$ cat src/rtl/game_pkg.sv
// Shared definitions for the racing game datapath.
// Screen limits, coordinate widths, responder state and knockback
// direction encodings used by the per-car crash responder.
package game_pkg;

  localparam int X_W = 10;
  localparam int Y_W = 9;

  localparam int SCREEN_X_MAX = 639;
  localparam int SCREEN_Y_MAX = 479;

  typedef enum logic [1:0] {
    ST_IDLE    = 2'd0,
    ST_KNOCK   = 2'd1,
    ST_RECOVER = 2'd2
  } resp_state_t;

  // POS = right / down (coordinate grows), NEG = left / up (coordinate shrinks).
  // Reset value 0 is POS.
  typedef enum logic {
    DIR_POS = 1'b0,
    DIR_NEG = 1'b1
  } dir_t;

  // Push away from the other car; a tie pushes in the positive direction.
  function automatic dir_t away_dir(input logic [X_W-1:0] own,
                                    input logic [X_W-1:0] other);
    return (own < other) ? DIR_NEG : DIR_POS;
  endfunction

endpackage

$ cat src/rtl/sat_step.sv
// Combinational +/- STEP on an unsigned coordinate, clamped to [0, MAX].
// Ports:
//   val  in  W  coordinate
//   neg  in  1  1 = subtract STEP, 0 = add STEP
//   res  out W  clamped result
module sat_step #(
  parameter int W    = 10,
  parameter int STEP = 2,
  parameter int MAX  = 639
) (
  input  logic [W-1:0] val,
  input  logic         neg,
  output logic [W-1:0] res
);

  // One guard bit so the add cannot wrap before the clamp.
  localparam logic [W:0] STEP_E = STEP[W:0];
  localparam logic [W:0] MAX_E  = MAX[W:0];

  logic [W:0] val_e;
  logic [W:0] sum;
  logic [W:0] dif;

  always_comb begin
    val_e = {1'b0, val};
    sum   = val_e + STEP_E;
    dif   = val_e - STEP_E;
    if (neg) begin
      res = (val_e >= STEP_E) ? dif[W-1:0] : '0;
    end else begin
      res = (sum > MAX_E) ? MAX_E[W-1:0] : sum[W-1:0];
    end
  end

endmodule

$ cat src/rtl/crash_responder.sv
// Per-car crash responder. On an accepted collision it pushes the car away
// from the other car for KNOCK_FRAMES frames (steering locked), then blinks
// the sprite for RECOVER_FRAMES frames while ignoring collisions.
// Ports:
//   clk, rst_n            clock, async active-low reset
//   frame_tick            one-cycle pulse per frame; all stepping happens on it
//   game_en               race running; low forces IDLE next cycle
//   ifcollision           collision level (sampled on frame_tick)
//   x_in/y_in             own car centre
//   x_other/y_other       other car centre
//   push_valid/x/y        one-cycle load of an overriding position
//   ctrl_lock             steering ignored
//   invuln                collisions ignored
//   visible               sprite draw enable
//   crash_pulse           one-cycle pulse per accepted crash
//   crash_cnt             accepted crashes, saturating at 255
module crash_responder
  import game_pkg::*;
#(
  parameter int KNOCK_FRAMES   = 16,
  parameter int RECOVER_FRAMES = 60,
  parameter int BLINK_FRAMES   = 8,
  parameter int KNOCK_STEP     = 2,
  parameter int X_MAX          = SCREEN_X_MAX,
  parameter int Y_MAX          = SCREEN_Y_MAX
) (
  input  logic           clk,
  input  logic           rst_n,
  input  logic           frame_tick,
  input  logic           game_en,
  input  logic           ifcollision,
  input  logic [X_W-1:0] x_in,
  input  logic [Y_W-1:0] y_in,
  input  logic [X_W-1:0] x_other,
  input  logic [Y_W-1:0] y_other,
  output logic           push_valid,
  output logic [X_W-1:0] push_x,
  output logic [Y_W-1:0] push_y,
  output logic           ctrl_lock,
  output logic           invuln,
  output logic           visible,
  output logic           crash_pulse,
  output logic [7:0]     crash_cnt
);

  localparam int CNT_MAX = (KNOCK_FRAMES > RECOVER_FRAMES) ? KNOCK_FRAMES : RECOVER_FRAMES;
  localparam int CNT_W   = $clog2(CNT_MAX + 1);
  localparam int BL_W    = (BLINK_FRAMES > 1) ? $clog2(BLINK_FRAMES) : 1;

  localparam logic [CNT_W-1:0] KNOCK_LOAD   = CNT_W'(KNOCK_FRAMES);
  localparam logic [CNT_W-1:0] RECOVER_LOAD = CNT_W'(RECOVER_FRAMES);
  localparam logic [CNT_W-1:0] CNT_ONE      = CNT_W'(1);
  localparam logic [BL_W-1:0]  BLINK_LAST   = BL_W'(BLINK_FRAMES - 1);

  resp_state_t      state_q, state_d;
  logic [CNT_W-1:0] cnt_q, cnt_d;
  logic [BL_W-1:0]  blink_q, blink_d;
  logic             vis_q, vis_d;
  dir_t             dir_x_q, dir_x_d;
  dir_t             dir_y_q, dir_y_d;
  logic             push_valid_q, push_valid_d;
  logic [X_W-1:0]   push_x_q, push_x_d;
  logic [Y_W-1:0]   push_y_q, push_y_d;
  logic             crash_pulse_q, crash_pulse_d;
  logic [7:0]       crash_cnt_q, crash_cnt_d;

  logic [X_W-1:0]   step_x;
  logic [Y_W-1:0]   step_y;
  logic [X_W-1:0]   y_in_e, y_other_e;

  // Pushes are computed from the car's current position each tick, so the
  // position register remains the single source of truth.
  sat_step #(.W(X_W), .STEP(KNOCK_STEP), .MAX(X_MAX)) u_step_x (
    .val (x_in),
    .neg (dir_x_q == DIR_NEG),
    .res (step_x)
  );

  sat_step #(.W(Y_W), .STEP(KNOCK_STEP), .MAX(Y_MAX)) u_step_y (
    .val (y_in),
    .neg (dir_y_q == DIR_NEG),
    .res (step_y)
  );

  assign y_in_e    = {{(X_W-Y_W){1'b0}}, y_in};
  assign y_other_e = {{(X_W-Y_W){1'b0}}, y_other};

  always_ff @(posedge clk or negedge rst_n) begin
    if (!rst_n) begin
      state_q       <= ST_IDLE;
      cnt_q         <= '0;
      blink_q       <= '0;
      vis_q         <= 1'b1;
      dir_x_q       <= DIR_POS;
      dir_y_q       <= DIR_POS;
      push_valid_q  <= 1'b0;
      push_x_q      <= '0;
      push_y_q      <= '0;
      crash_pulse_q <= 1'b0;
      crash_cnt_q   <= '0;
    end else begin
      state_q       <= state_d;
      cnt_q         <= cnt_d;
      blink_q       <= blink_d;
      vis_q         <= vis_d;
      dir_x_q       <= dir_x_d;
      dir_y_q       <= dir_y_d;
      push_valid_q  <= push_valid_d;
      push_x_q      <= push_x_d;
      push_y_q      <= push_y_d;
      crash_pulse_q <= crash_pulse_d;
      crash_cnt_q   <= crash_cnt_d;
    end
  end

  always_comb begin
    state_d       = state_q;
    cnt_d         = cnt_q;
    blink_d       = blink_q;
    vis_d         = vis_q;
    dir_x_d       = dir_x_q;
    dir_y_d       = dir_y_q;
    push_valid_d  = 1'b0;
    push_x_d      = push_x_q;
    push_y_d      = push_y_q;
    crash_pulse_d = 1'b0;
    crash_cnt_d   = crash_cnt_q;

    if (!game_en) begin
      // Abort anything in flight; crash_cnt survives.
      state_d = ST_IDLE;
      cnt_d   = '0;
      blink_d = '0;
      vis_d   = 1'b1;
    end else begin
      unique case (state_q)
        ST_IDLE: begin
          if (frame_tick && ifcollision) begin
            state_d       = ST_KNOCK;
            dir_x_d       = away_dir(x_in, x_other);
            dir_y_d       = away_dir(y_in_e, y_other_e);
            cnt_d         = KNOCK_LOAD;
            crash_pulse_d = 1'b1;
            if (crash_cnt_q != 8'hFF) crash_cnt_d = crash_cnt_q + 8'd1;
          end
        end
        ST_KNOCK: begin
          if (frame_tick) begin
            push_valid_d = 1'b1;
            push_x_d     = step_x;
            push_y_d     = step_y;
            cnt_d        = cnt_q - CNT_ONE;
            if (cnt_q == CNT_ONE) begin
              state_d = ST_RECOVER;
              cnt_d   = RECOVER_LOAD;
              blink_d = '0;
              vis_d   = 1'b0;
            end
          end
        end
        ST_RECOVER: begin
          // ifcollision is deliberately not looked at here, including on
          // the final tick, so a new crash needs a later tick in IDLE.
          if (frame_tick) begin
            cnt_d = cnt_q - CNT_ONE;
            if (blink_q == BLINK_LAST) begin
              blink_d = '0;
              vis_d   = ~vis_q;
            end else begin
              blink_d = blink_q + 1'b1;
            end
            if (cnt_q == CNT_ONE) begin
              state_d = ST_IDLE;
              vis_d   = 1'b1;
            end
          end
        end
        default: begin
          state_d = ST_IDLE;
          vis_d   = 1'b1;
        end
      endcase
    end
  end

  assign push_valid  = push_valid_q;
  assign push_x      = push_x_q;
  assign push_y      = push_y_q;
  assign crash_pulse = crash_pulse_q;
  assign crash_cnt   = crash_cnt_q;
  assign visible     = vis_q;
  assign ctrl_lock   = (state_q == ST_KNOCK);
  assign invuln      = (state_q != ST_IDLE);

endmodule

$ cat config.mk
export PLATFORM = sky130hd
export DESIGN_NAME = crash_responder
export DESIGN_NICKNAME = d
export VERILOG_FILES = /design/src/rtl/game_pkg.sv /design/src/rtl/sat_step.sv /design/src/rtl/crash_responder.sv
export SDC_FILE = /design/constraint.sdc
export NUM_CORES = 1
export LEC_CHECK = 0
export BUFFER_PORTS_ARGS = -buffer_cell sky130_fd_sc_hd__buf_2
export CAP_MARGIN = 30
export CORE_ASPECT_RATIO = 1.1
export CORE_MARGIN = 4
export CORE_UTILIZATION = 56
export CTS_CLUSTER_DIAMETER = 60
export DETAILED_ROUTE_END_ITERATION = 8
export PLACE_DENSITY = 0.91
export SYNTH_ARGS = -nofsm -noshare
export SYNTH_HDL_FRONTEND = slang
export SYNTH_HIERARCHICAL = 1
export SYNTH_SLANG_ARGS = --single-unit
$ cat constraint.sdc
create_clock -name clk -period 2.3 [get_ports clk]
set_input_delay 0.345 -clock clk [delete_from_list [all_inputs] [get_ports clk]]
set_output_delay 0.345 -clock clk [all_outputs]
set_load 0.005 [all_outputs]
==> results of run 1 <==
worst paths after layout:
| kind | endpoint | startpoint | slack, ns |
|---|---|---|---|
| setup reg to reg | blink_q[2] | cnt_q[1] | 0.34 |
| hold reg to reg | visible | visible | 0.49 |
| min in group asynchronous | crash_cnt[6] | rst_n | 0.51 |
| hold / removal | cnt_q[4] | game_en | 0.39 |
| setup / recovery | blink_q[2] | cnt_q[1] | 0.34 |
| max in group asynchronous | visible | rst_n | 1.20 |
metrics by stage:
step / area (um2) / cells / setup slack, ns / hold WS (ns) / power (mW)
finish: 4180 / 558 / 0.338 / 0.389 / 2.57
CTS: 4180 / 558 / 0.341 / 0.384 / 2.58
detailed placement: 4070 / 549 / 0.120 / 0.323 / 2.05
floorplan: 3640 / 404 / 0.484 / 0.0494 / 1.64
global placement: 4070 / 549 / 0.205 / 0.311 / 2.00
global route: 4180 / 558 / 0.183 / 0.412 / 2.74
area by class of cell:
cell class | count | area [um2] | share of cell area
Clock buffer | 6 | 82.6 | 0.0198
Inverter | 38 | 143 | 0.0341
Tap cell | 80 | 100 | 0.0239
Multi-Input combinational cell | 306 | 2320 | 0.556
Clock inverter | 2 | 13.8 | 0.00329
Timing Repair Buffer | 83 | 440 | 0.105
Sequential cell | 43 | 1080 | 0.258
Yosys cell counts (5+ instances only):
cell type	n	share of area
dfrtp_1	42	0.29
xnor2_1	5	0.012
inv_1	38	0.039
nand3_1	12	0.016
nand2_1	32	0.033
o21ai_0	17	0.023
nor3_1	16	0.022
o21ai_1	5	0.0069
nand4_1	10	0.017
nand2b_1	5	0.0086
a31oi_1	6	0.010
ha_1	30	0.10
buf_2	9	0.012
a21oi_1	26	0.036
mux2_2	23	0.071
nor2_1	15	0.015
o22ai_1	7	0.012
logic make-up (layout without fill, tap and decap cells):
| family | count (synthesis) | in the layout |
|---|---|---|
| simple gates | 134 | 134 |
| fa+ha+maj | 30 | 30 |
| flops | 43 | 43 |
| compound gates | 105 | 105 |
| buf+inv | 55 | 129 |
| xor+xnor | 6 | 6 |
| mux | 31 | 31 |
power groups by stage:
stage	Clock, mW	Combinational [mW]	Sequential (mW)
final	0.525	0.935	1.11
after floorplan	0	0.530	1.11
after global routing	0.571	1.04	1.14
after global placement	0	0.892	1.11
after CTS	0.533	0.940	1.11
after detailed placement	0	0.933	1.12
flip-flops by register name, summed over array words and instances, names as in the netlist, 2 cells and up:
signal and count:
blink_q 3, crash_cnt 8, push_y 9, cnt_q 6, push_x 10, state_q 2
worst reg2reg max path: cells and delay by family, from the launching register on:
family / cells / cell delay (ns)
adders and majority gates: 1 / 0.19
DFF: 1 / 0.42
buffers and inverters: 1 / 0.09
muxes: 1 / 0.34
and+or+nand+nor: 2 / 0.54
AOI/OAI and AO/OA: 1 / 0.26
metal layers:
metal	GRT usage	up-vias	wire [um]
li1	-	1638	-
met1	0.273	1621	3560
met2	0.393	163	4490
met3	0.0489	36	668
met4	0.104	0	352
met5	0	-	0
timing repair:
item,in CTS,in global routing
gates resized for setup,0,0
hold endpoints to repair,15,0
hold buffers,1,0
buffers inserted,0,0
==> qor.csv, run 1 <==
metric;value;unit
largest family of logic cells by synthesized area;simple AND/OR/NAND/NOR gates;
most frequent cells in the layout;74 x buf_2, 42 x dfrtp_1, 38 x inv_1;
Crit path buffers/inverters;1;
CTS Buffer Depth;2;
FP Rows;30;
most common cell after layout, fill and taps aside;buf_2;
PortBufs;74;
Initial Util;0.585;
count of different cell masters after synthesis;77;
CP max FO;4;
root buf cell;clkbuf_8;
Die Span Y;92.6;um
I/O pins;75;
Final period util;0.853;
hpwl dp;7040;um
Clk Latency, worst-skew pair;0.30;ns
max cap viols;0;
asr flop ratio synth;1.00;
min Tclk post-route;1.96;ns
GRT Util Overall;0.229;
Top Family by Delay on Critical Path;simple AND/OR/NAND/NOR gates;
vias per cell;6.20;
grt total ovfl;0;
switch share;0.353;
DRT iter0 DRCs;234;
VDD IR max;420;uV
Post-Synth Adder-Cell Area;0.103;
pwr dens;615;nW/um2
H-Tree Depth;2;
ys flop type;dfrtp_1;
crit-path cells;inv_1 -> ha_1 -> nand2b_4 -> or4_4 -> o211ai_2 -> mux2_1;
worst r2r path cells;6;
post-synthesis register bit count;43;
worst slew pin tran;0.662;ns
DRC Markers;0;
leakage;2.01;nW
synth-to-layout area growth;14.7;%
Core Util, Final;0.671;
Core Area;6230;um2
xor/xnor share of the synthesized area;0.0144;
mux cell area share after synthesis;0.0954;
Num CTS Buffers;5;
Max-slew headroom;0.555;
status;finished, final reports clean;
Die Area;7860;um2
Mapped Area;3640;um2
YS warnings;6;
Final Max Slew Viols;0;
fill cell count;509;
Clock Power Share;0.204;
layout cells sized above 1;0.299;
Critical Path RT;2.49;ns
capturing element type of the critical path;flop;
sequential-to-total area share from yosys stat;0.296;
Final Hold Fails;0;
WS Path Type;reg -> reg;
1st-pass router iterations;5;
diode count;0;
total vias in the final route;3458;
Post-synth EDFFs;0;
clk slew on worst S/H paths;0.09;ns
GPL Wtd Cong;0.970;
startpoint class of the critical path;flop;
Compound-Gate Fraction of Synth Area;0.202;
Cell Int Power;1.66;mW
worst hold path class;in -> reg;
Post-Synth Simple-Gate Area;0.222;
number of clock sinks;43;
Mapped Avg Cell Area;9.02;um2
Seq pwr share;0.432;
Post-Synthesis Cells;404;
first-pass GRT wire length;14800;um
vias in the first global route;3268;
Crit path largest cell delay;0.47;ns
Clock Skew;0.00670;ns
Die W;84.9;um
Net Count, Synth;477;
largest net degree at the start of global routing;21;
TritonCTS clock tree;yes;
Worst Hold Depth;3;
WP depth;6;
initial antenna violation count;0;
Routed WL per cell;16.3;um
post-route ant nets;0;
RSZ-0062 raised after global routing;no;
DRT Wirelength;9070;um
Logic pwr share;0.364;
fin nets;550;
NetSw;908;uW
timing-limited maximum frequency;510;MHz
setup tns final;0;ns
Slowest-stage cell, CP;or4_4;
crit path DAT;2.15;ns
# setup viols final;0;
Power figures use the tool's default switching activity.
==> run 2: changes to the inputs <==
--- a/config.mk
+++ b/config.mk
@@ -5,15 +5,15 @@
 export SDC_FILE = /design/constraint.sdc
 export NUM_CORES = 1
 export LEC_CHECK = 0
+export ABC_AREA = 1
 export BUFFER_PORTS_ARGS = -buffer_cell sky130_fd_sc_hd__buf_2
 export CAP_MARGIN = 30
 export CORE_ASPECT_RATIO = 1.1
 export CORE_MARGIN = 4
-export CORE_UTILIZATION = 56
+export CORE_UTILIZATION = 55
 export CTS_CLUSTER_DIAMETER = 60
 export DETAILED_ROUTE_END_ITERATION = 8
 export PLACE_DENSITY = 0.91
 export SYNTH_ARGS = -nofsm -noshare
 export SYNTH_HDL_FRONTEND = slang
-export SYNTH_HIERARCHICAL = 1
 export SYNTH_SLANG_ARGS = --single-unit
==> run 2 against run 1 <==
Cell area fell by 3.4%. Critical path depth rose by 5. First-iteration DRC count increased by 10%. Non-clock buffer count decreased by 5. Synthesized area is 5.3% lower. Global-route usage rose by 0.35 points. Worst setup slack gained 0.0075 ns. Combinational power rose by 73%. Count of clock-buffer cells in the layout unchanged. Wire length fell by 5.2%. Synthesized cell count is 19% higher. Largest power group is now combinational cells. Register-to-register slack about the same.
==> qor.csv, run 2 <==
metric;value;unit;change
status;finished, final reports clean;;
PortBufs;74;;unchanged
max cap viols;0;;unchanged
grt total ovfl;0;;unchanged
Num CTS Buffers;5;;unchanged
CP dominant cell by count;nand2_1;;
FP Rows;30;;unchanged
number of clock sinks;43;;unchanged
I/O pins;75;;unchanged
layout cells sized above 1;0.206;;-0.0934
Final WS setup;0.345;ns;+0.00745 ns
first-pass GRT wire length;14900;um;+1.1%
dpl ws;0.377;ns;+0.257 ns
capturing element type of the critical path;flop;;
crit path DAT;2.15;ns;about the same
DRT iter0 DRCs;258;;+10%
Post-Synthesis Cells;479;;+19%
asr flop ratio synth;1.00;;unchanged
most frequent cells in the layout;96 x nand2_1, 86 x inv_1, 74 x buf_2;;
Core Util, Final;0.660;;-0.0106
Final period util;0.850;;-0.00324
Routed WL per cell;13.5;um;-17%
# setup viols final;0;;unchanged
initial antenna violation count;0;;unchanged
Post-synth top cells;96 x nand2_1, 86 x inv_1, 42 x dfrtp_1, 38 x nor2_1, 34 x nand3_1;;
timing-limited maximum frequency;512;MHz;+0.38%
startpoint class of the critical path;flop;;
Mapped Avg Cell Area;7.21;um2;-20%
TritonCTS clock tree;yes;;
fill cell count;519;;+2.0%
diode count;0;;unchanged
total vias in the final route;3476;;+0.52%
max reg flops;10;;unchanged
synth-to-layout area growth;17.0;%;
CP max FO;5;;+1
Die Area;7610;um2;-3.2%
crit-path cells;inv_1 -> ha_1 -> nand2_1 -> inv_1 -> nand2_1 -> o211ai_1 -> nand2_1 -> nand2_1 -> nor2_1 -> nand2_1 -> o31ai_1;;
Final Max Slew Viols;0;;unchanged
YS warnings;0;;-6
Post-synth EDFFs;0;;unchanged
area share of the largest cell type after synthesis;0.304;;+0.0161
Max-slew headroom;0.690;;+0.135
Mapped Area;3450;um2;-5.3%
Slowest-stage cell, CP;dfrtp_1;;
Critical Path RT;2.49;ns;about the same
min Tclk post-route;1.95;ns;-0.00745 ns
setup tns final;0;ns;unchanged
H-Tree Depth;2;;unchanged
VDD IR max;534;uV;+27%
root buf cell;clkbuf_8;;
Hold WS;0.383;ns;-0.00618 ns
WS Path Type;reg -> reg;;
post-route ant nets;0;;unchanged
ys flop type;dfrtp_1;;
Core Area;6120;um2;-1.8%
Top Family by Delay on Critical Path;simple AND/OR/NAND/NOR gates;;
count of different cell masters after synthesis;38;;-51%
Initial Util;0.564;;-0.0207
Net Count, Synth;553;;+16%
Clock Skew;0.00674;ns;+0.0000382 ns
sequential-to-total area share from yosys stat;0.312;;+0.0165
hpwl dp;6700;um;-4.8%
Crit path buffers/inverters;2;;+1
worst slew pin tran;0.464;ns;-0.197 ns
clk slew on worst S/H paths;0.08;ns;about the same
area leader, netlist;dfrtp_1;;
GPL Wtd Cong;0.910;;-6.2%
largest net degree at the start of global routing;34;;+62%
Final Hold Fails;0;;unchanged
RSZ-0062 raised after global routing;no;;
most common cell after layout, fill and taps aside;nand2_1;;
vias per cell;5.44;;-12%
CTS Buffer Depth;2;;unchanged
Crit path largest cell delay;0.39;ns;-0.08 ns
DRC Markers;0;;unchanged
DRT Wirelength;8600;um;-5.2%
pwr dens;861;nW/um2;+40%
worst hold path class;in -> reg;;
ranking of synthesized cells by area;dfrtp_1 30%, ha_1 11%, nand2_1 10%;;
leakage;2.24;nW;+11%
most frequent cell after synthesis;nand2_1;;
Die Span Y;91.1;um;-1.6%
GRT Util Overall;0.233;;+0.00353
fin nets;632;;+15%
Die W;83.5;um;-1.6%
post-synthesis register bit count;43;;unchanged
total placed cells including tap cells;630;;+15%
1st-pass router iterations;5;;unchanged
vias in the first global route;3565;;+9.1%
final non-filler cell total;639;;+15%
Clk Latency, worst-skew pair;0.30;ns;about the same
==> run 2: cell count changes after synthesis, moves of 6 or more <==
cell / change
or2_2: +11
inv_1: +48
mux2_2: -23
nand2_1: +64
nor2_1: +23
buf_2: -8
nand3_1: +22
xor2_1: +17
a21boi_1: +6
==> run 2: cell type report <==
type / instances / area [um2] / share of cell area
clock buffer: 6 / 82.6 / 0.0204
clock inverter: 2 / 35.0 / 0.00867
inverter: 88 / 330 / 0.0818
multi-input combinational: 342 / 2010 / 0.498
sequential: 43 / 1080 / 0.267
tap: 80 / 100 / 0.0248
timing repair buffer: 78 / 403 / 0.0997
==> run 2: cell families (layout without fill, tap and decap cells) <==
group / Yosys count / after routing / synth area share
fa+ha+maj: 31 / 31 / 0.112
compound gates: 74 / 74 / 0.133
buf+inv: 94 / 174 / 0.105
xor+xnor: 23 / 23 / 0.0584
simple gates: 214 / 214 / 0.279
flops: 43 / 43 / 0.312
==> run 2: report_power, final <==
group	switching [mW]	total, mW	internal, mW
clock network	0.271	0.623	0.352
registers	0.200	1.24	1.04
logic	0.930	1.62	0.689
total	1.40	3.48	2.08
==> run 2: worst paths after layout <==
| path | cells after the start | startpoint | slack, ns | end |
|---|---|---|---|---|
| setup / recovery | 11 | state_q[0] | 0.35 | cnt_q[1] |
| hold / removal | 4 | y_in[1] | 0.38 | push_y[1] |
| setup reg to reg | 11 | state_q[0] | 0.35 | cnt_q[1] |
| hold reg to reg | 1 | crash_cnt[4] | 0.50 | crash_cnt[4] |
| max in group asynchronous | 3 | rst_n | 1.13 | visible |
| min in group asynchronous | 2 | rst_n | 0.43 | push_x[7] |
==> run 2: per-layer routing <==
metal,track usage,part of all wire,wire (um),vias up
li1,-,-,-,1701
met3,0.0608,0.072,620,25
met1,0.268,0.40,3460,1604
met2,0.411,0.50,4310,146
met5,0,0,0,-
met4,0.0885,0.024,208,0
==> run 2: worst min-delay path, delay by kind of cell <==
kind	cells	cell delay, ns
and+or+nand+nor	3	0.16
buffers and inverters	1	0.14
==> run 2: through the flow <==
stage / total power, mW / area (um2)
after floorplan: 2.27 / 3450
after global placement: 2.77 / 3910
after detailed placement: 2.85 / 3910
after CTS: 3.49 / 4040
after global routing: 3.81 / 4040
final: 3.48 / 4040
==> run 2: timing repair <==
| action | in CTS | in global routing |
|---|---|---|
| hold buffers | 1 | 0 |
| gates resized for setup | 0 | 0 |
| setup endpoints to repair | 0 | 0 |
| buffers inserted | 0 | 0 |
| endpoints found under the hold margin | 10 | 0 |
